### config.mk
export PLATFORM = sky130hd
export DESIGN_NAME = current_sense_qualifier_flat
export DESIGN_NICKNAME = d
export VERILOG_FILES = /design/src/rtl/csq_pkg.sv /design/src/rtl/current_sense_qualifier_if.sv /design/src/rtl/csq_run_counter.sv /design/src/rtl/current_sense_qualifier.sv /design/src/flat_wrapper.sv
export SDC_FILE = /design/constraint.sdc
export NUM_CORES = 1
export LEC_CHECK = 0
export CAP_MARGIN = 20
export CORE_MARGIN = 2
export CORE_UTILIZATION = 40
export DETAILED_ROUTE_END_ITERATION = 10
export GPL_TIMING_DRIVEN = 0
export PLACE_DENSITY = 0.65
export SLEW_MARGIN = 30
export SYNTH_ARGS = -nofsm -noshare
export SYNTH_HDL_FRONTEND = slang
export SYNTH_HIERARCHICAL = 1
export SYNTH_SLANG_ARGS = --single-unit
export TNS_END_PERCENT = 20
### constraint.sdc
create_clock -name clk -period 2 [get_ports clk]
set_clock_uncertainty 0.1 [all_clocks]
set_input_delay 0.4 -clock clk [delete_from_list [all_inputs] [get_ports clk]]
set_output_delay 0.4 -clock clk [all_outputs]
set_load 0.05 [all_outputs]
### src/rtl/csq_pkg.sv
// csq_pkg: shared types, default constants and helpers for current_sense_qualifier.
// Optional feature macro: CSQ_FAST_TRIP_EN (single-sample overcurrent trip).
package csq_pkg;

    // Short-circuit qualifier FSM states, also exported for debug.
    typedef enum logic [1:0] {
        ARMED    = 2'd0,
        COUNTING = 2'd1,
        TRIPPED  = 2'd2
    } short_state_e;

    localparam int CSQ_W           = 12;
    localparam int CSQ_HYST        = 16;
    localparam int CSQ_SIGN_DEB    = 4;
    localparam int CSQ_SHORT_LIMIT = 1800;
    localparam int CSQ_SHORT_CNT   = 2;
`ifdef CSQ_FAST_TRIP_EN
    localparam int CSQ_FAST_LIMIT  = 2000;
`endif

    // Working width for the magnitude helper; callers sign-extend into it and
    // cast the result back down to their sample width W.
    localparam int CSQ_MAG_W = 32;

    // Absolute value of a sign-extended sample. The most negative W-bit value
    // -2^(W-1) yields +2^(W-1), which still fits a W-bit unsigned result.
    function automatic logic [CSQ_MAG_W-1:0] csq_mag(input logic signed [CSQ_MAG_W-1:0] s);
        return (s < 0) ? CSQ_MAG_W'(-s) : CSQ_MAG_W'(s);
    endfunction

endpackage

### src/rtl/current_sense_qualifier_if.sv
// current_sense_qualifier_if: sample stream in, qualified sign/short flags out.
// Handshake: sample is consumed on every cycle where sample_valid is 1; there is
// no ready/backpressure, so the source may present a new sample every cycle.
interface current_sense_qualifier_if #(
    parameter int W = 12
);
    logic         sample_valid;
    logic [W-1:0] sample;
    logic         short_clr;
    logic         curr_sign;
    logic         sign_change;
    logic         short;
    logic [1:0]   short_state;

    // Sample source / downstream FSM side.
    modport master (
        output sample_valid, sample, short_clr,
        input  curr_sign, sign_change, short, short_state
    );

    // Qualifier side.
    modport slave (
        input  sample_valid, sample, short_clr,
        output curr_sign, sign_change, short, short_state
    );
endinterface

### src/rtl/csq_run_counter.sv
// csq_run_counter: saturating run-length counter with inc / clear / hold.
// hit flags that the increment applied this cycle reaches LIMIT. With
// CLR_AT_LIMIT set, the counter restarts from zero on that hit instead of
// sitting at LIMIT. clr has priority over inc; neither asserted means hold.
module csq_run_counter #(
    parameter int LIMIT        = 4,
    parameter bit CLR_AT_LIMIT = 1'b0
) (
    input  logic clk,
    input  logic rst,
    input  logic inc,
    input  logic clr,
    output logic hit
);
    localparam int CW = $clog2(LIMIT + 1);

    logic [CW-1:0] count_q;
    logic [CW-1:0] count_d;

    assign hit = inc && (count_q >= CW'(LIMIT - 1));

    // Next count: clear, saturating increment, or hold.
    always_comb begin
        count_d = count_q;
        if (clr || (CLR_AT_LIMIT && hit)) begin
            count_d = '0;
        end else if (inc && (count_q < CW'(LIMIT))) begin
            count_d = count_q + CW'(1);
        end
    end

    // Count register.
    always_ff @(posedge clk) begin
        if (rst) begin
            count_q <= '0;
        end else begin
            count_q <= count_d;
        end
    end
endmodule

### src/rtl/current_sense_qualifier.sv
// current_sense_qualifier: turns the signed load-current sample stream into a
// debounced polarity (curr_sign, with a dead band around zero) and a latched
// overcurrent flag (short) for the load-switching FSM. Two register stages:
// stage 1 captures per-sample flags, stage 2 holds the qualified outputs.
// Optional feature macro: CSQ_FAST_TRIP_EN adds a single-sample trip at
// FAST_LIMIT on top of the SHORT_CNT consecutive-sample trip.
module current_sense_qualifier
    import csq_pkg::*;
#(
    parameter int W           = CSQ_W,
    parameter int HYST        = CSQ_HYST,
    parameter int SIGN_DEB    = CSQ_SIGN_DEB,
    parameter int SHORT_LIMIT = CSQ_SHORT_LIMIT,
    parameter int SHORT_CNT   = CSQ_SHORT_CNT
`ifdef CSQ_FAST_TRIP_EN
    ,
    parameter int FAST_LIMIT  = CSQ_FAST_LIMIT
`endif
) (
    input logic                        clk,
    input logic                        rst,
    current_sense_qualifier_if.slave   bus
);

    // ---------------- stage 1: per-sample flags ----------------
    logic signed [CSQ_MAG_W-1:0] samp_ext;
    logic [W-1:0]                mag;

    assign samp_ext = {{(CSQ_MAG_W - W){bus.sample[W-1]}}, bus.sample};
    assign mag      = W'(csq_mag(samp_ext));

    logic v1_q, v1_d;
    logic pos_q, pos_d;
    logic neg_q, neg_d;
    logic over_q, over_d;
`ifdef CSQ_FAST_TRIP_EN
    logic fast_q, fast_d;
`endif

    // Flags are qualified by sample_valid so an empty stage never reads as over/pos/neg.
    always_comb begin
        v1_d   = bus.sample_valid;
        pos_d  = bus.sample_valid && (samp_ext > HYST);
        neg_d  = bus.sample_valid && (samp_ext < -HYST);
        over_d = bus.sample_valid && ({{(CSQ_MAG_W - W){1'b0}}, mag} >= SHORT_LIMIT);
`ifdef CSQ_FAST_TRIP_EN
        fast_d = bus.sample_valid && ({{(CSQ_MAG_W - W){1'b0}}, mag} >= FAST_LIMIT);
`endif
    end

    // Stage-1 registers; reset drops any in-flight sample.
    always_ff @(posedge clk) begin
        if (rst) begin
            v1_q   <= 1'b0;
            pos_q  <= 1'b0;
            neg_q  <= 1'b0;
            over_q <= 1'b0;
`ifdef CSQ_FAST_TRIP_EN
            fast_q <= 1'b0;
`endif
        end else begin
            v1_q   <= v1_d;
            pos_q  <= pos_d;
            neg_q  <= neg_d;
            over_q <= over_d;
`ifdef CSQ_FAST_TRIP_EN
            fast_q <= fast_d;
`endif
        end
    end

    // ---------------- sign qualifier ----------------
    logic curr_sign_q, curr_sign_d;
    logic sign_change_q, sign_change_d;
    logic opposing;
    logic agreeing;
    logic run_hit;

    // In-band samples assert neither, so the run simply holds across them.
    assign opposing = v1_q && (curr_sign_q ? neg_q : pos_q);
    assign agreeing = v1_q && (curr_sign_q ? pos_q : neg_q);

    csq_run_counter #(
        .LIMIT        (SIGN_DEB),
        .CLR_AT_LIMIT (1'b1)
    ) u_sign_run (
        .clk (clk),
        .rst (rst),
        .inc (opposing),
        .clr (agreeing),
        .hit (run_hit)
    );

    // Flip polarity and pulse sign_change when the opposing run completes.
    always_comb begin
        curr_sign_d   = curr_sign_q;
        sign_change_d = 1'b0;
        if (run_hit) begin
            curr_sign_d   = ~curr_sign_q;
            sign_change_d = 1'b1;
        end
    end

    // Sign output registers; polarity resets to positive.
    always_ff @(posedge clk) begin
        if (rst) begin
            curr_sign_q   <= 1'b1;
            sign_change_q <= 1'b0;
        end else begin
            curr_sign_q   <= curr_sign_d;
            sign_change_q <= sign_change_d;
        end
    end

    // ---------------- short FSM ----------------
    short_state_e state_q, state_d;
    logic         short_q, short_d;
    logic         ocnt_inc;
    logic         ocnt_clr;
    logic         ocnt_hit;
    logic         clr_ok;

    // A clear is only honoured when the stage-1 sample is not itself over limit.
    assign clr_ok   = bus.short_clr && !over_q;
    // Counter controls depend only on registered state so the FSM can read hit freely.
    assign ocnt_inc = v1_q && over_q && (state_q != TRIPPED);
    assign ocnt_clr = ((state_q == COUNTING) && v1_q && !over_q) ||
                      ((state_q == TRIPPED) && clr_ok);

    csq_run_counter #(
        .LIMIT        (SHORT_CNT),
        .CLR_AT_LIMIT (1'b0)
    ) u_over_run (
        .clk (clk),
        .rst (rst),
        .inc (ocnt_inc),
        .clr (ocnt_clr),
        .hit (ocnt_hit)
    );

    // Next state: arm, count consecutive over samples, latch trip until cleared.
    always_comb begin
        state_d = state_q;
        case (state_q)
            ARMED: begin
                if (v1_q && over_q) begin
                    state_d = ocnt_hit ? TRIPPED : COUNTING;
                end
            end
            COUNTING: begin
                if (v1_q) begin
                    if (!over_q) begin
                        state_d = ARMED;
                    end else if (ocnt_hit) begin
                        state_d = TRIPPED;
                    end
                end
            end
            TRIPPED: begin
                if (clr_ok) begin
                    state_d = ARMED;
                end
            end
            default: begin
                state_d = ARMED;
            end
        endcase
`ifdef CSQ_FAST_TRIP_EN
        if (v1_q && fast_q && (state_q != TRIPPED)) begin
            state_d = TRIPPED;
        end
`endif
        short_d = (state_d == TRIPPED);
    end

    // FSM state and registered short decode.
    always_ff @(posedge clk) begin
        if (rst) begin
            state_q <= ARMED;
            short_q <= 1'b0;
        end else begin
            state_q <= state_d;
            short_q <= short_d;
        end
    end

    assign bus.curr_sign   = curr_sign_q;
    assign bus.sign_change = sign_change_q;
    assign bus.short       = short_q;
    assign bus.short_state = state_q;

endmodule

### src/flat_wrapper.sv
// flat-port wrapper written by rule: the top's interface ports become plain ports
module current_sense_qualifier_flat import csq_pkg::*;
#(
    parameter int W           = CSQ_W,
    parameter int HYST        = CSQ_HYST,
    parameter int SIGN_DEB    = CSQ_SIGN_DEB,
    parameter int SHORT_LIMIT = CSQ_SHORT_LIMIT,
    parameter int SHORT_CNT   = CSQ_SHORT_CNT

)
  (clk, rst, bus_sample_valid, bus_sample, bus_short_clr, bus_curr_sign, bus_sign_change, bus_short, bus_short_state);
  current_sense_qualifier_if #(.W(W)) bus_i ();
  input logic clk;
  input logic rst;
  input wire logic [$bits(bus_i.sample_valid)-1:0] bus_sample_valid;
  input wire logic [$bits(bus_i.sample)-1:0] bus_sample;
  input wire logic [$bits(bus_i.short_clr)-1:0] bus_short_clr;
  output wire logic [$bits(bus_i.curr_sign)-1:0] bus_curr_sign;
  output wire logic [$bits(bus_i.sign_change)-1:0] bus_sign_change;
  output wire logic [$bits(bus_i.short)-1:0] bus_short;
  output wire logic [$bits(bus_i.short_state)-1:0] bus_short_state;
  assign bus_i.sample_valid = bus_sample_valid;
  assign bus_i.sample = bus_sample;
  assign bus_i.short_clr = bus_short_clr;
  assign bus_curr_sign = bus_i.curr_sign;
  assign bus_sign_change = bus_i.sign_change;
  assign bus_short = bus_i.short;
  assign bus_short_state = bus_i.short_state;
  current_sense_qualifier #(.W(W), .HYST(HYST), .SIGN_DEB(SIGN_DEB), .SHORT_LIMIT(SHORT_LIMIT), .SHORT_CNT(SHORT_CNT)) u_core (.clk(clk), .rst(rst), .bus(bus_i));
endmodule
=== After elaboration in Yosys (flattened, before gate mapping) ===
Cells that the tools add are included.

* Logic and storage cells: 58
* Output and inout port bits: 5
* Input port bits: 16
* Bits in registers: 14

* Mux-type cells: 11
* Add/sub/neg operators: 3
* Bitwise gates (word level): 1
* Eq/ne operators: 4
* Reduce and logical (&&, ||, !) cells: 21
* Order comparisons: 8

{| class="wikitable"
|+ Operators with widths
! kind !! number
|-
| logical AND 1 bit || 15
|-
| greater-or-equal comparator 12 x 11 -> 1 bit, second input constant || 1
|-
| > comparator 12 x 6 -> 1 bit, second input constant || 1
|-
| < comparator 12 x 1 -> 1 bit, second input constant || 1
|-
| < comparator 12 x 5 -> 1 bit, second input constant || 1
|-
| two-way mux 12 bit || 1
|-
| two-way mux 2 bit || 6
|-
| negator 12 bit || 1
|-
| one-hot mux 2 bit (3 select lines) || 1
|-
| == test 2 bit, second input constant || 2
|-
| OR reduction 2 bit || 2
|-
| adder 3 x 1 -> 3 bit, second input constant || 1
|-
| greater-or-equal comparator 3 x 2 -> 1 bit, second input constant || 1
|-
| < comparator 3 bit, second input constant || 1
|-
| two-way mux 1 bit || 3
|-
| adder 2 x 1 -> 2 bit, second input constant || 1
|-
| == test 2 x 1 -> 1 bit, second input constant || 1
|-
| greater-or-equal comparator 2 x 1 -> 1 bit, second input constant || 1
|-
| logical NOT 2 bit || 1
|-
| logical OR 1 bit || 2
|-
| < comparator 2 bit, second input constant || 1
|-
| inequality test 2 bit, second input constant || 1
|-
| logical NOT 1 bit || 1
|-
| NOT 1 bit || 1
|}

=== Longest topological paths before layout ===
* Word-level depth: 8
* Gate-level depth with buffers: 7
* Gate-level depth less buffers: 7

=== Modules after synthesis ===
The synthesis kept the hierarchy.

{| class="wikitable"
|+ Modules (own cells, without submodules)
! module !! area an instance (um2) !! sequential area each (um2) !! cells each !! instances
|-
| current_sense_qualifier || 604.3 || 180.2 || 74 || 1
|-
| csq_run_counter (u_core.u_sign_run) || 161.4 || 60.1 || 19 || 1
|-
| csq_run_counter (u_core.u_over_run) || 108.9 || 40.0 || 11 || 1
|}

=== Worst setup path before layout ===
Ideal clock, no wire load.

* Kind: input -> register
* Start point: input port bus_sample[0]
* End point: register u_core.over_q
* Stages: 7
* Path slack: 0.118 ns
* Data required time: 1.779 ns
* Setup time: 0.121 ns
* Path buffers: 0
* Data arrival time: 1.661 ns
* Cell sequence: inv_1 ha_1 or4b_4 o22ai_1 a41oi_1 nor4b_2 o21ai_2

* Cells in the longest elaborated chain, start to end: 4
* Elaborated cells between the ends (all ways): 5
* Those cells by class: add/sub (1); order compare (2); mux (1); reduce/logical (1)

{| class="wikitable"
|+ Ends and longest elaborated chain
! what !! line !! RTL
|-
| start: declaration || flat_wrapper.sv:16 || <nowiki>input wire logic [$bits(bus_i.sample)-1:0] bus_sample;</nowiki>
|-
| negator 12 bit / < comparator 12 x 1 -> 1 bit (equally long branches) || csq_pkg.sv:28 || <nowiki>return (s < 0) ? CSQ_MAG_W'(-s) : CSQ_MAG_W'(s);</nowiki>
|-
| two-way mux 12 bit (*) || csq_pkg.sv:28 ||
|-
| greater-or-equal comparator 12 x 11 -> 1 bit (*) || current_sense_qualifier.sv:45 || <nowiki>over_d = bus.sample_valid && ({{(CSQ_MAG_W - W){1'b0}}, mag} >= SHORT_LIMIT);</nowiki>
|-
| logical AND 1 bit (*) || current_sense_qualifier.sv:45 ||
|-
| end signal: assignment || current_sense_qualifier.sv:65 || <nowiki>over_q <= over_d;</nowiki>
|-
| end: declaration || current_sense_qualifier.sv:35 || <nowiki>logic over_q, over_d;</nowiki>
|}

Every way passes the cells marked *; elsewhere a longest branch is shown, timed or not.
A chain may end at the register's enable or synchronous reset.

=== Worst setup path in the final report ===
* Start point: input port bus_sample[1]
* End point: register u_core.over_q

Same word-level chain as after synthesis.

==> flow_summary.yaml <==
timing:
  fin_crit_ns: 1.97
  period_share_pct: 98.7
  slew_violations: 0
  finalSetupViolations: 0
  fmaxAchievable_mhz: 507
  hold_ws_ns: 0.416
  worst_slew_pin_slew_ns: 0.502
  setup_ws_ns: 0.0260
  hold_viol_final: 0
  relSlewSlack_pct: 66.5
  fin_tns_setup_ns: 0
  rsz0062_at_grt: "yes"
hold_path:
  hold_path.class: "reg -> reg"
  min-delay-start: "u_core/u_sign_run/count_q[1]"
finish:
  antenna_cells: 0
  nNetsFinal: 150
  postLayoutCoreUtil_pct: 59.3
  syn2layout_area_growth_pct: 37.2
  drive_above_1_share_pct: 15.5
critical_path:
  worstPathRequired_ns: 2.06
  critPathKind: "in -> reg"
  rr_startpoint: "u_core/u_sign_run/count_q[0]"
  crit_path_start_kind: "input pin"
  cp-startpoint: "bus_sample[1]"
  arrival_ns: 2.04
  path_max_fanout: 5
  end_kind: "flip-flop"
logic_synthesis:
  synth_compound_area_share_pct: 18.3
  synth_top_family_by_area: "simple AND/OR/NAND/NOR gates"
  yosys.area_share.simple_pct: 31.2
  syn_inst: 104
  synth_top_flop_cell: "dfxtp_1"
  ys_warn_count: 6
  synth.area.top_cells: "dfxtp_1 32%, ha_1 5.7%, nor2b_1 5.7%, inv_1 4.3%, nor2_1 4.3%"
  synth-edff-count: 0
  yosysTopAreaCell: "dfxtp_1"
  synth_xor_area_share_pct: 4.01
  synth_cell_types: 40
  ys_seq_elements: 14
  async_flop_share_pct: 0
  synthMuxAreaShare_pct: 3.43
  synth_nets: 124
  synthAdderAreaFrac_pct: 5.72
  yosysTopAreaCellShare_pct: 32.0
  synth.avg_cell_area_um2: 8.41
  netlist_area_um2: 875
  synth.yosys.seq_area_share_pct: 32.0
power_and_ir_drop:
  power_density_nw_per_um2: 477
  p_comb_share_pct: 16.0
  p_leak_uw: 0.000510
  switchingPower_uw: 133
  swShare_pct: 23.1
  seq_power_share_pct: 49.9
  ir_worst_vdd_mv: 0.307
  p_int_uw: 440
  clkPwrFrac_pct: 34.1
  total_power_uw: 573
clocking:
  cts.sinks: 14
  cts_tree: "done"
  clk_latency_ns: 0.27
  numCtsBuffers: 3
  postCtsHoldBufs: 0
  clk_pin_slew_ns: 0.08
  clock-root-buffer: "clkbuf_4"
  cts-htree-levels: 1
  cts_buffer_depth: 2
placed_design:
  port_buffers: 20
  detailedPlace.worstSlack_ns: -0.507
  dp_hpwl_mm: 1.42
  gp_congestion: 0.859
floorplan:
  start_util_pct: 43.3
  dieArea_um2: 2580
  io_pins: 21
  die_x_um: 50.8
  die_h_um: 50.8
  coreArea_um2: 2020
  rows: 16
outcome:
  status: "finished clean"
global_routing:
  grt_pass1_wl_mm: 2.82
  grt_pass1_vias: 726
  grt_max_degree: 11
  grt_overflow: 0
  track_usage_pct: 14.3
  antenna_found_initial: 0
run:
  drv_cap: 0
routing:
  drtPass1Iterations: 4
  drt-total-wl_mm: 1.78
  wire_per_inst_um: 11.4
  vias: 824
  viasPerCell: 5.28
  remaining_drc_errors: 0
  antenna_left: 0
  drt_iter0_markers: 15
-- path summary, 6_finish.rpt --
check                                                    end  slack, ns  cells after the start
worst max register to register          u_core/bus.curr_sign       0.48                      6
worst max-delay path                           u_core/over_q       0.03                      8
worst min register to register  u_core/u_sign_run/count_q[1]       0.42                      2
worst min-delay path            u_core/u_sign_run/count_q[1]       0.42                      2
-- metal layers --
| layer | share of wire (%) | GRT usage, % |
|---|---|---|
| met1 | 46 | 16.2 |
| met2 | 50 | 25.0 |
| met3 | 3.8 | 4.46 |
| met4 | 0.56 | 5.41 |
| met5 | 0 | 0 |
-- state kept, by name, indices dropped and copies added (netlist names) --
| signal | count |
|---|---|
| u_core/bus.curr_sign | 1 |
| u_core/bus.short | 1 |
| u_core/bus.short_state | 2 |
| u_core/bus.sign_change | 1 |
| u_core/neg_q | 1 |
| u_core/over_q | 1 |
| u_core/pos_q | 1 |
| u_core/u_over_run/count_q | 2 |
| u_core/u_sign_run/count_q | 3 |
| u_core/v1_q | 1 |
-- metrics by stage --
| stage | area, um^2 | std cells |
|---|---|---|
| 2_1_floorplan | 875 | 104 |
| 3_3_place_gp | 1110 | 151 |
| 3_5_place_dp | 1110 | 151 |
| 4_1_cts | 1160 | 155 |
| 5_1_grt | 1200 | 156 |
| 6_report | 1200 | 156 |
-- cell usage in the layout, fill, tap and decap left out, types with 2 or more instances in the layout --
master | synthesis | layout
dfxtp_1 | 14 | 14
nor2_1 | 10 | 10
clkdlybuf4s50_1 | 0 | 9
nor2b_1 | 8 | 8
inv_1 | 10 | 8
dlygate4sd2_1 | 0 | 6
a21oi_1 | 6 | 6
dlymetal6s2s_1 | 0 | 5
o21ai_0 | 4 | 4
clkbuf_4 | 0 | 3
mux2i_1 | 3 | 3
nand2_1 | 3 | 3
nand2b_1 | 3 | 3
nor3_1 | 3 | 3
o21ai_1 | 3 | 3
xnor2_1 | 3 | 3
ha_1 | 4 | 3
inv_2 | 0 | 2
or3_4 | 1 | 2
nand4_1 | 2 | 2
nand4b_1 | 2 | 2
-- kinds of logic after synthesis --
group,after synthesis
buf+inv,12
xor+xnor,4
compound gates,24
fa+ha+maj,4
simple gates,43
mux,3
flops,14
-- critical path, stage by stage --
cell           delay (ns)
dlygate4sd2_1        0.27
inv_2                0.08
ha_4                 0.14
or4b_4               0.50
a32oi_1              0.18
nor2_1               0.07
nor4b_2              0.32
o21ai_2              0.07
-- cell type report --
class / instances / area [um^2]
tap: 27 / 33.8
multi-input combinational: 78 / 591
timing repair buffer: 21 / 213
sequential: 14 / 280
buffer: 1 / 5.00
fill: 192 / 822
clock buffer: 4 / 36.3
inverter: 11 / 41.3
-- synthesized netlist by cell type (2+ instances only) --
master	n
xnor2_1	3
nor2_1	10
ha_1	4
inv_1	10
nor2b_1	8
a21oi_1	6
or3_1	2
mux2i_1	3
nand2b_1	3
o21ai_1	3
dfxtp_1	14
nand2_1	3
nand4b_1	2
o21ai_0	4
nand4_1	2
nor3_1	3
-- what timing repair did --
item                       CTS  global route
gates resized for setup      9            10
pin swaps                    2             6
setup endpoints to repair    3             2
setup buffers                0             1
gates cloned                 0             0
-- power groups by stage --
stage	clock (uW)	combinational, uW	sequential [uW]
4_1_cts	205	86.8	286
3_3_place_gp	0	83.7	292
5_1_grt	220	99.5	287
2_1_floorplan	0	36.9	292
6_report	195	91.7	286
3_5_place_dp	0	85.7	293
No activity file was read; power rests on OpenSTA's default activity.
